File: config.mk
export PLATFORM = sky130hd
export DESIGN_NAME = fib_sweep_ctrl
export DESIGN_NICKNAME = d
export VERILOG_FILES = /design/src/rtl/fib_sweep_ctrl.sv
export SDC_FILE = /design/constraint.sdc
export NUM_CORES = 1
export LEC_CHECK = 0
export CORE_MARGIN = 8
export CORE_UTILIZATION = 25
export CTS_BUF_LIST = sky130_fd_sc_hd__clkbuf_4
export CTS_CLUSTER_SIZE = 14
export DETAILED_ROUTE_END_ITERATION = 8
export PLACE_DENSITY_LB_ADDON = 0.15
export RECOVER_POWER = 25
export SYNTH_ARGS = -nofsm -noshare
export SYNTH_HDL_FRONTEND = slang
export SYNTH_SLANG_ARGS = --single-unit
File: constraint.sdc
create_clock -name clk -period 2.13 [get_ports clk]
set_input_delay 0.639 -clock clk [delete_from_list [all_inputs] [get_ports clk]]
set_output_delay 0.639 -clock clk [all_outputs]
set_load 0.02 [all_outputs]
File: src/rtl/fib_sweep_ctrl.sv
// rtl/fib_sweep_ctrl.sv - on-chip sweep and self-check of two Fibonacci detectors
// Drives every code to both detectors, samples after a settle time, compares with a running Fibonacci pair.
module fib_sweep_ctrl #(
  parameter int N            = 4,
  parameter int SETTLE       = 2,
  parameter bit STOP_ON_FAIL = 1'b1
) (
  input  logic                 clk,
  input  logic                 rst_n,
  input  logic                 start,
  input  logic                 abort,
  output logic [N-1:0]         dut_i,
  input  logic                 o_b,
  input  logic                 o_g,
  output logic                 busy,
  output logic                 done,
  output logic                 pass,
  output logic [N-1:0]         fail_idx,
  output logic [1:0]           fail_src,
  output logic [N:0]           err_count,
  output logic [(1<<N)-1:0]    hit_mask
);

  typedef enum logic [2:0] {S_IDLE, S_DRIVE, S_CHECK, S_ADV, S_DONE} state_t;

  localparam logic [3:0]   LP_SETTLE_M1 = 4'(SETTLE - 1);
  localparam logic [N-1:0] LP_X_MAX     = '1;

  state_t              r_state;
  state_t              w_next;
  logic [N-1:0]        r_x;
  logic [3:0]          r_cnt;
  logic [N+1:0]        r_a;
  logic [N+1:0]        r_b;
  logic [N-1:0]        r_fail_idx;
  logic [1:0]          r_fail_src;
  logic [N:0]          r_err_count;
  logic [(1<<N)-1:0]   r_hit_mask;

  logic [N+1:0]        w_x_ext;
  logic                w_a_le_x;
  logic                w_g;
  logic                w_eb;
  logic                w_eg;
  logic                w_err_seen;
  logic                w_stop;

  assign w_x_ext    = {2'b00, r_x};
  assign w_a_le_x   = (r_a <= w_x_ext);
  assign w_g        = (r_a == w_x_ext);
  assign w_eb       = o_b ^ w_g;
  assign w_eg       = o_g ^ w_g;
  assign w_err_seen = (r_err_count != '0);
  assign w_stop     = (STOP_ON_FAIL && w_err_seen) || (r_x == LP_X_MAX);

  always_ff @(posedge clk or negedge rst_n) begin
    if (!rst_n) r_state <= S_IDLE;
    else        r_state <= w_next;
  end

  // ADV keeps stepping the golden pair until it passes x, so repeated terms are absorbed here
  always_comb begin
    w_next = r_state;
    case (r_state)
      S_IDLE, S_DONE: if (start) w_next = S_DRIVE;
      S_DRIVE:        if (r_cnt == LP_SETTLE_M1) w_next = S_CHECK;
      S_CHECK:        w_next = S_ADV;
      S_ADV:          if (!w_a_le_x) w_next = w_stop ? S_DONE : S_DRIVE;
      default:        w_next = S_IDLE;
    endcase
    if (abort) w_next = S_IDLE;
  end

  always_comb begin
    busy      = (r_state == S_DRIVE) || (r_state == S_CHECK) || (r_state == S_ADV);
    done      = (r_state == S_DONE);
    pass      = (r_state == S_DONE) && !w_err_seen;
    dut_i     = r_x;
    fail_idx  = r_fail_idx;
    fail_src  = r_fail_src;
    err_count = r_err_count;
    hit_mask  = r_hit_mask;
  end

  always_ff @(posedge clk or negedge rst_n) begin
    if (!rst_n) begin
      r_x         <= '0;
      r_cnt       <= '0;
      r_a         <= '0;
      r_b         <= (N+2)'(1);
      r_fail_idx  <= '0;
      r_fail_src  <= '0;
      r_err_count <= '0;
      r_hit_mask  <= '0;
    end else if (!abort) begin
      case (r_state)
        S_IDLE, S_DONE: begin
          if (start) begin
            r_x         <= '0;
            r_cnt       <= '0;
            r_a         <= '0;
            r_b         <= (N+2)'(1);
            r_fail_idx  <= '0;
            r_fail_src  <= '0;
            r_err_count <= '0;
            r_hit_mask  <= '0;
          end
        end
        S_DRIVE: r_cnt <= r_cnt + 4'd1;
        S_CHECK: begin
          r_hit_mask[r_x] <= w_g;
          if (w_eb || w_eg) begin
            r_err_count <= r_err_count + (N+1)'(1);
            if (!w_err_seen) begin
              r_fail_idx <= r_x;
              r_fail_src <= {w_eg, w_eb};
            end
          end
        end
        S_ADV: begin
          if (w_a_le_x) begin
            r_a <= r_b;
            r_b <= r_a + r_b;
          end else if (!w_stop) begin
            r_x   <= r_x + N'(1);
            r_cnt <= '0;
          end
        end
        default: ;
      endcase
    end
  end

endmodule
==> After elaboration in Yosys (flattened, before gate mapping) <==
Cells that the tools add are included.
{ "totals": {"ff_bits": 50} }
{ "classes": {"n_bitwise": 3, "magnitude_cmp": 3, "n_mux": 34, "add_sub_neg": 4, "reduce_logical": 20, "n_eq_ne": 16} }
{ "op_table": {"columns": ["op", "count"], "rows": [
  ["$pmux W16 S2", 1],
  ["$mux W4", 7],
  ["$mux W6", 4],
  ["$pmux W6 S2", 2],
  ["$bwmux W16", 1],
  ["$mux W16", 1],
  ["$pmux W4 S2", 2],
  ["$mux W3", 5],
  ["$reduce_and A5 Y1", 3],
  ["$pmux W3 S4", 1],
  ["$pmux W4 S3", 1],
  ["$mux W5", 2],
  ["$ne A2 B2 Y1 const B", 5],
  ["$pmux W5 S2", 1],
  ["$ne A3 B3 Y1 const B", 3],
  ["$add A4 B1 Y4 const B", 2],
  ["$reduce_and A4 Y1", 2],
  ["$add A6 B6 Y6", 1],
  ["$eq A3 B2 Y1 const B", 2],
  ["$eq A6 B4 Y1", 1],
  ["$le A6 B4 Y1", 1],
  ["$mux W2", 3],
  ["$reduce_and A3 Y1", 2],
  ["$add A5 B1 Y5 const B", 1],
  ["20 further kinds", 26]
]} }

==> Logic depth before layout (Yosys ltp) <==
Gate-level depths: netlist of run 1.
{ "logic_depth": {"depth_word": 6, "depth_mapped": 9, "depth_no_buf": 8} }

==> Worst setup path after synthesis of run 1 <==
Ideal clock, no wire load.
{ "synth_timing": {"kind": "register to register", "start": "register r_x[3], in the netlist dut_i[3]", "end": "register r_fail_src[0], in the netlist fail_src[0]", "path_slack_ps": -271, "setup_ps": 121, "stages_incl_launch_ff": 10, "path_buffers": 2, "arrival_time_ps": 2280, "period_less_slack_ps": 2401, "path_cell_list": "dfrtp_1 -> buf_2 -> inv_1 -> ha_1 -> and4_1 -> a211o_1 -> a21o_1 -> and4_1 -> clkbuf_1 -> a22o_1"} }
{ "synth_between": {"elab_chain_cells": 5} }
{ "synth_lines": {"columns": ["element", "line_no", "text"], "rows": [
  ["start, declared", "31", "logic [N-1:0] r_x;"],
  ["start signal, assigned", "125", "r_x <= r_x + N'(1);"],
  ["$eq A6 B4 Y1 *", "50", "assign w_g = (r_a == w_x_ext);"],
  ["$xor A1 B1 Y1 (on tied branches)", "51, 52", null],
  ["$mux W2 or $logic_or A1 B1 Y1 (tied branches)", "114, 112", null],
  ["$mux W2 or $ne A2 B1 Y1 (tied branches)", null, null],
  ["$pmux W2 S2 or $reduce_and A5 Y1 (tied branches)", null, null],
  ["end signal, assigned", "116", "r_fail_src <= {w_eg, w_eb};"],
  ["end, declared", "36", "logic [1:0] r_fail_src;"]
]} }
Mark *: on every way between the ends. The rest lies on a longest branch, timed or not. The select of a mux whose other input is x is not followed.
A chain may end at the register's enable or synchronous reset.

==> Final worst setup path of run 1 <==
{ "layout_timing": {"start": "register r_err_count[1], in the netlist err_count[1]", "end": "output port pass"} }
{ "layout_between": {"elab_chain_cells": 3} }
{ "layout_lines": {"columns": ["element", "line_no", "text"], "rows": [
  ["start, declared", "37", "logic [N:0] r_err_count;"],
  ["start signal, assigned", "113", "r_err_count <= r_err_count + (N+1)'(1);"],
  ["$reduce_bool A5 Y1", "53", "assign w_err_seen = (r_err_count != '0);"],
  ["$logic_not A1 Y1", null, null],
  ["$logic_and A1 B1 Y1", "77", "pass = (r_state == S_DONE) && !w_err_seen;"],
  ["end, declared", "17", "output logic pass,"]
]} }
Every way passes these cells.

==> impl_metrics.env, run 1 <==
export IMPL_avgSynthCellArea_sq_um=10.5
export IMPL_drive_gt1_share_pct=28.5
export IMPL_crit_fanout=2
export IMPL_setup_violations=1
export IMPL_synth_nets=309
export IMPL_hold_class="reg2reg"
export IMPL_crit_required_ns=1.49
export IMPL_finClkSkew_ns=0.0191
export IMPL_ant_nets=0
export IMPL_synth_area_sq_um=2980
export IMPL_clkPwrFrac_pct=20.0
export IMPL_fillCellCount=1231
export IMPL_cts_buffers=5
export IMPL_fp_dieArea_sq_um=15700
export IMPL_p_seq_share_pct=37.0
export IMPL_synth_top_area_share_pct=41.1
export IMPL_die_w_um=125
export IMPL_fin_crit_sh_pct=102
export IMPL_synth_cells=285
export IMPL_fin_crit_ns=2.17
export IMPL_wl_per_cell_um=15.6
export IMPL_start_util_pct=25.3
export IMPL_synthArstFlopShare_pct=100
export IMPL_pwr_share_comb_pct=43.0
export IMPL_grt_overflow=0
export IMPL_cp_data_arrival_time_ns=1.53
export IMPL_grt_max_degree=51
export IMPL_intPower_mw=1.87
export IMPL_endpoint_kind="primary output"
export IMPL_yosys_top_cells_area="dfrtp_1 41%, ha_1 7.1%, mux2i_1 6.0%, a22o_1 5.0%, nor2_1 3.9%"
export IMPL_nets=391
export IMPL_power_density_nw_per_um2=727
export IMPL_synth_edff_count=0
export IMPL_drv_cap=0
export IMPL_io_pins=40
export IMPL_drtPass1Iterations=4
export IMPL_grt_pass1_vias=2566
export IMPL_holdBufCountCts=0
export IMPL_cts_root_buffer="clkbuf_4"
export IMPL_port_buffers=39
export IMPL_worstMarginPinSlew_ns=1.32
export IMPL_cts_max_path_buffers=2
export IMPL_ys_flop_type="dfrtp_1"
export IMPL_areaGrowthSynthToFinish_pct=36.6
export IMPL_p_leak_nw=1.96
export IMPL_slowest_delay_ns=0.41
export IMPL_status="finished with violations"
export IMPL_swShare_pct=36.8
export IMPL_synth_largest_area_cell="dfrtp_1"
export IMPL_drc=0
export IMPL_grt_usage_pct=10.4
export IMPL_utilization_pct=34.5
export IMPL_finalHoldViolCount=0
export IMPL_die_height_um=125
export IMPL_power_switching_mw=1.09
export IMPL_seq_area_frac_synth_pct=42.0
export IMPL_cts_htree_levels=2
export IMPL_num_vias=2452
export IMPL_crit_path_cell_trace="inv_2 -> ha_4 -> nor4b_4 -> and3_4 -> buf_6"
export IMPL_routed_via_density=4.76
export IMPL_clock_sinks=50
export IMPL_fp_coreArea_sq_um=11800
export IMPL_setup_slack_ns=-0.0414
export IMPL_synth_warnings=0
export IMPL_antenna_found_initial=0
export IMPL_slew_viol_final=0
export IMPL_antenna_cells=0
export IMPL_cts_tree="done"
export IMPL_synth_cell_types=60
export IMPL_fmax_mhz=461
export IMPL_ir_drop_v=0.000226
export IMPL_violations="negative setup slack"
export IMPL_worst_setup_path_start_kind="flop"
export IMPL_power_mw=2.96
export IMPL_grt_pass1_wl_um=13500
export IMPL_globalplace_congestion=0.755
export IMPL_rsz0062_at_grt="true"
export IMPL_drt_initial_drc_count=119
export IMPL_rows=40
export IMPL_dp_hpwl_um=6070
export IMPL_slew_headroom_pct=12.1
export IMPL_finalWirelength_um=8010
export IMPL_clkTransAtPathRegs_ns=0.15
export IMPL_synth_seq_cells=50
export IMPL_path_class="reg2out"
export IMPL_cpMaxStageDelayCell="dfrtp_1"
export IMPL_clock_latency_ns=0.38
export IMPL_tns_ns=-0.0414
-- routing by layer --
layer / GRT usage [%] / vias up / wire length, um
li1: - / 1209 / -
met5: 0 / - / 0
met2: 17.1 / 31 / 3810
met3: 1.91 / 5 / 244
met4: 2.94 / 0 / 66
met1: 13.5 / 1207 / 3900
-- power groups by stage --
| stage | Clock [mW] | Combinational [mW] | Sequential (mW) |
|---|---|---|---|
| finish | 0.592 | 1.27 | 1.10 |
| global route | 0.649 | 1.41 | 1.11 |
| CTS | 0.610 | 1.23 | 1.09 |
| detailed placement | 0 | 1.23 | 1.11 |
| global placement | 0 | 1.23 | 1.11 |
| floorplan | 0 | 0.663 | 1.16 |
-- cell usage after synthesis, types with 3 or more instances --
| cell | n |
|---|---|
| nor2b_1 | 3 |
| o21ai_1 | 3 |
| ha_1 | 17 |
| nand3_1 | 16 |
| o2bb2ai_1 | 4 |
| nor2_1 | 31 |
| nand4_1 | 6 |
| nor3_1 | 3 |
| a22o_1 | 17 |
| inv_1 | 14 |
| xnor2_1 | 4 |
| nand2_1 | 4 |
| and2_1 | 5 |
| nand2b_1 | 4 |
| and4_1 | 3 |
| a31oi_1 | 3 |
| buf_2 | 13 |
| mux2i_1 | 18 |
| o21ai_0 | 3 |
| a21o_1 | 7 |
| dfrtp_1 | 49 |
| a21oi_1 | 8 |
-- cell type report --
| class | instances | area (sq um) | share of cell area (%) |
|---|---|---|---|
| clock inverters | 3 | 43.8 | 1.07 |
| inverters | 14 | 55.1 | 1.35 |
| multi-input cells | 204 | 1710 | 41.9 |
| flip-flops and latches | 50 | 1260 | 30.9 |
| repair buffers | 92 | 788 | 19.3 |
| well taps | 147 | 184 | 4.51 |
| clock buffers | 5 | 37.5 | 0.921 |
-- worst paths after layout --
check | start | end | slack [ns] | cells after the start
setup reg to reg | err_count[1] | dut_i[0] | 0.09 | 10
max in group asynchronous | rst_n | dut_i[1] | 0.62 | 2
hold / removal | r_b[0] | r_b[0] | 0.49 | 2
hold reg to reg | r_b[0] | r_b[0] | 0.49 | 2
min in group asynchronous | rst_n | err_count[1] | 0.60 | 2
setup / recovery | err_count[1] | pass | -0.04 | 5
-- logic make-up after synthesis --
logic type,count (synthesis),share of synthesized area [%]
AO/OA/AOI/OAI,67,18.5
multiplexers,21,7.17
XOR/XNOR,6,1.76
buffers and inverters,31,4.95
adder cells (fa/ha/maj),18,7.80
AND/OR/NAND/NOR,92,17.8
flip-flops,50,42.0
-- repair_timing --
item,4_1_cts,5_1_grt
pin swaps,2,9
endpoints found under the hold margin,0,0
setup endpoints to repair,11,19
gates resized for setup,17,24
buffers inserted,0,2
-- worst max-delay path, delay by kind of cell (launching register included) --
family / cells / cell delay [ns]
fa+ha+maj: 1 / 0.13
buf+inv: 2 / 0.19
simple gates: 2 / 0.43
flops: 1 / 0.41
-- placed cells by master, fill, tap and decap left out, types with 3 or more instances in the layout --
master and instances:
nor2_1 30, nand4_1 6, o2bb2ai_1 4, dfrtp_2 5, nand2_1 4, buf_4 50, a21o_1 7, clkdlybuf4s50_1 26
ha_1 11, nand3_1 16, dlygate4sd2_1 8, inv_2 3, a22o_1 17, xnor2_1 4, mux2i_1 18, nand2b_1 4
dfrtp_1 44, a31oi_1 3, nor3_2 3, and2_1 5, clkbuf_4 5, a21oi_1 8, inv_1 10, ha_4 5
and4_1 3
-- through the flow --
| stage | worst slack, ns | hold slack (ns) | instances | cell area (sq um) |
|---|---|---|---|---|
| floorplan | 0.00334 | 0.343 | 285 | 3040 |
| global placement | -0.314 | 0.465 | 505 | 3910 |
| detailed placement | -0.330 | 0.473 | 505 | 3910 |
| CTS | -0.118 | 0.222 | 513 | 3980 |
| global route | -0.0952 | 0.526 | 515 | 4080 |
| finish | -0.0414 | 0.492 | 515 | 4080 |
-- registers in the layout (all words and copies together) (netlist names) --
| signal | flops |
|---|---|
| r_state | 3 |
| fail_idx | 4 |
| r_cnt | 4 |
| dut_i | 4 |
| err_count | 5 |
| fail_src | 2 |
| hit_mask | 16 |
| r_a | 6 |
| r_b | 6 |
Note: power is estimated with default switching activity, not from simulation.
==> run 2: changes to the inputs <==
==> constraint.sdc (replaced) <==
create_clock -name clk -period 2.13 [get_ports clk]
set_input_delay 0.426 -clock clk [delete_from_list [all_inputs] [get_ports clk]]
set_output_delay 0.426 -clock clk [all_outputs]
set_load 0.02 [all_outputs]
==> run 2 against run 1 <==
Net effect:
- the run now ends clean
- clock power about the same
- utilization is 0.77 points lower
- die area did not move
- critical path depth rose by 2
- clock-buffer cell count stayed put
- largest power group unchanged
- via count shrank 1.6%
==> impl_metrics.env, run 2 (synthesis results as in run 1) <==
export IMPL_io_pins=40
export IMPL_path_common_cell="nor4b_1"
export IMPL_drive_gt1_share_pct=25.4
export IMPL_holdBufCountCts=0
export IMPL_rrSetupSlack_ns=0.07
export IMPL_pwr_share_comb_pct=41.2
export IMPL_p_seq_share_pct=38.4
export IMPL_ant_nets=0
export IMPL_r2r_end="r_b[5]"
export IMPL_power_switching_mw=1.07
export IMPL_crit_path_cell_trace="ha_1 -> a211oi_2 -> nor4b_1 -> nor4b_1 -> buf_4 -> nor3_1 -> a221o_1"
export IMPL_drt_initial_drc_count=140
export IMPL_port_buffers=39
export IMPL_grt_usage_pct=10.3
export IMPL_clock_sinks=50
export IMPL_cp_data_arrival_time_ns=2.33
export IMPL_antenna_found_initial=1
export IMPL_crit_fanout=3
export IMPL_die_w_um=125
export IMPL_wl_per_cell_um=15.5
export IMPL_slew_headroom_pct=12.2
export IMPL_globalplace_congestion=0.753
export IMPL_status="completed"
export IMPL_fp_dieArea_sq_um=15700
export IMPL_rsz0062_at_grt="true"
export IMPL_areaGrowthSynthToFinish_pct=33.6
export IMPL_grt_max_degree=51
export IMPL_setup_violations=0
export IMPL_critPathTopFamily="simple AND/OR/NAND/NOR gates"
export IMPL_largest_register_ffs=16
export IMPL_rr_worst_depth=7
export IMPL_worstMarginPinSlew_ns=1.32
export IMPL_cts_htree_levels=2
export IMPL_swShare_pct=36.7
export IMPL_post_cts_setup_buffers=0
export IMPL_power_mw=2.92
export IMPL_fin_crit_ns=2.06
export IMPL_cts_buffers=5
export IMPL_crit_buf_inv=1
export IMPL_cpMaxStageDelayCell="dfrtp_1"
export IMPL_clkPwrFrac_pct=20.4
export IMPL_rows=40
export IMPL_slew_viol_final=0
export IMPL_grt_pass1_wl_um=13300
export IMPL_worst_setup_path_start_kind="flop"
export IMPL_path_class="reg2reg"
export IMPL_crit_required_ns=2.40
export IMPL_layout_common_cells="45 x buf_4, 42 x dfrtp_1, 35 x clkdlybuf4s50_1"
export IMPL_grt_pass1_vias=2542
export IMPL_finalHoldViolCount=0
export IMPL_ir_drop_v=0.000283
export IMPL_nets=385
export IMPL_clock_latency_ns=0.38
export IMPL_start_util_pct=25.3
export IMPL_utilization_pct=33.7
export IMPL_cts_root_buffer="clkbuf_4"
export IMPL_final_common_cell="buf_4"
export IMPL_finalWirelength_um=7890
export IMPL_finClkSkew_ns=0.0157
export IMPL_grt_overflow=0
export IMPL_cts_max_path_buffers=2
export IMPL_die_height_um=125
export IMPL_cts_tree="done"
export IMPL_hold_class="in2async"
export IMPL_drtPass1Iterations=5
export IMPL_drc=0
export IMPL_fin_crit_sh_pct=96.7
export IMPL_dp_hpwl_um=5990
export IMPL_power_density_nw_per_um2=733
export IMPL_fmax_mhz=486
export IMPL_slowest_delay_ns=0.45
export IMPL_fp_coreArea_sq_um=11800
export IMPL_tns_ns=0
export IMPL_clkTransAtPathRegs_ns=0.16
export IMPL_drv_cap=0
export IMPL_intPower_mw=1.85
export IMPL_r2r_start="r_a[1]"
export IMPL_routed_via_density=4.73
export IMPL_endpoint_kind="flop"
export IMPL_num_vias=2413
export IMPL_p_leak_nw=1.87
run 2: cell count changes in the layout (fill, tap and decap cells not counted), moves of 2 or more:
cell	previous run	this run
buf_4	50	45
clkdlybuf4s50_1	26	35
dfrtp_1	44	42
dfrtp_2	5	7
dlygate4sd2_1	8	1
ha_1	11	14
ha_4	5	2
run 2: worst register-to-register path, cell delays in order (launching register included):
cell and delay [ns]:
dfrtp_1 0.45, ha_1 0.33, a211oi_2 0.22, nor4b_1 0.09, nor4b_1 0.38, buf_4 0.18
nor3_1 0.04, a221o_1 0.27
run 2: worst max path at each step:
stage / startpoint / end / slack (ns) / cells past startpoint
5_1_grt: r_a[1] / r_b[5] / -0.04 / 7
6_report: r_a[1] / r_b[5] / 0.07 / 7
3_3_place_gp: start / r_cnt[3] / -0.08 / 6
3_5_place_dp: start / r_cnt[3] / -0.11 / 6
2_1_floorplan: dut_i[2] / fail_src[0] / 0.003 / 9
4_1_cts: r_a[1] / r_b[5] / 0.005 / 7
run 2: power by group through the flow:
stage	sequential [mW]	combinational (mW)	clock [mW]
after floorplan	1.16	0.663	0
after global placement	1.13	1.20	0
after detailed placement	1.13	1.20	0
after CTS	1.12	1.21	0.622
after global routing	1.14	1.32	0.664
final	1.12	1.20	0.595
run 2: repair_timing:
item                       CTS  global route
hold endpoints to repair     0             0
pin swaps                    1             2
setup endpoints to repair    4            15
gates resized for setup      8            14
run 2: layout make-up:
class,count,area (sq um)
fill,1214,7830
multi-input combinational,204,1640
sequential,50,1260
timing repair buffer,86,751
tap,147,184
inverter,14,55.1
clock inverter,3,48.8
clock buffer,5,37.5
antenna,1,2.50
run 2: metrics by stage:
| step | cell area (sq um) | setup WS [ns] | std cells | hold slack (ns) |
|---|---|---|---|---|
| after floorplan | 3040 | 0.00334 | 285 | 0.130 |
| after detailed placement | 3860 | -0.112 | 501 | 0.469 |
| after global placement | 3860 | -0.0752 | 501 | 0.465 |
| final | 3980 | 0.0713 | 510 | 0.393 |
| after global routing | 3980 | -0.0360 | 510 | 0.496 |
| after CTS | 3950 | 0.00531 | 509 | 0.160 |
run 2: per-layer routing:
layer  GRT usage [%]  up-vias  part of all wire, %
li1                -     1197                    -
met1            13.1     1177                   48
met4            2.79        0                  1.1
met3            2.17        5                  3.3
met5               0        -                    0
met2            17.4       34                   48
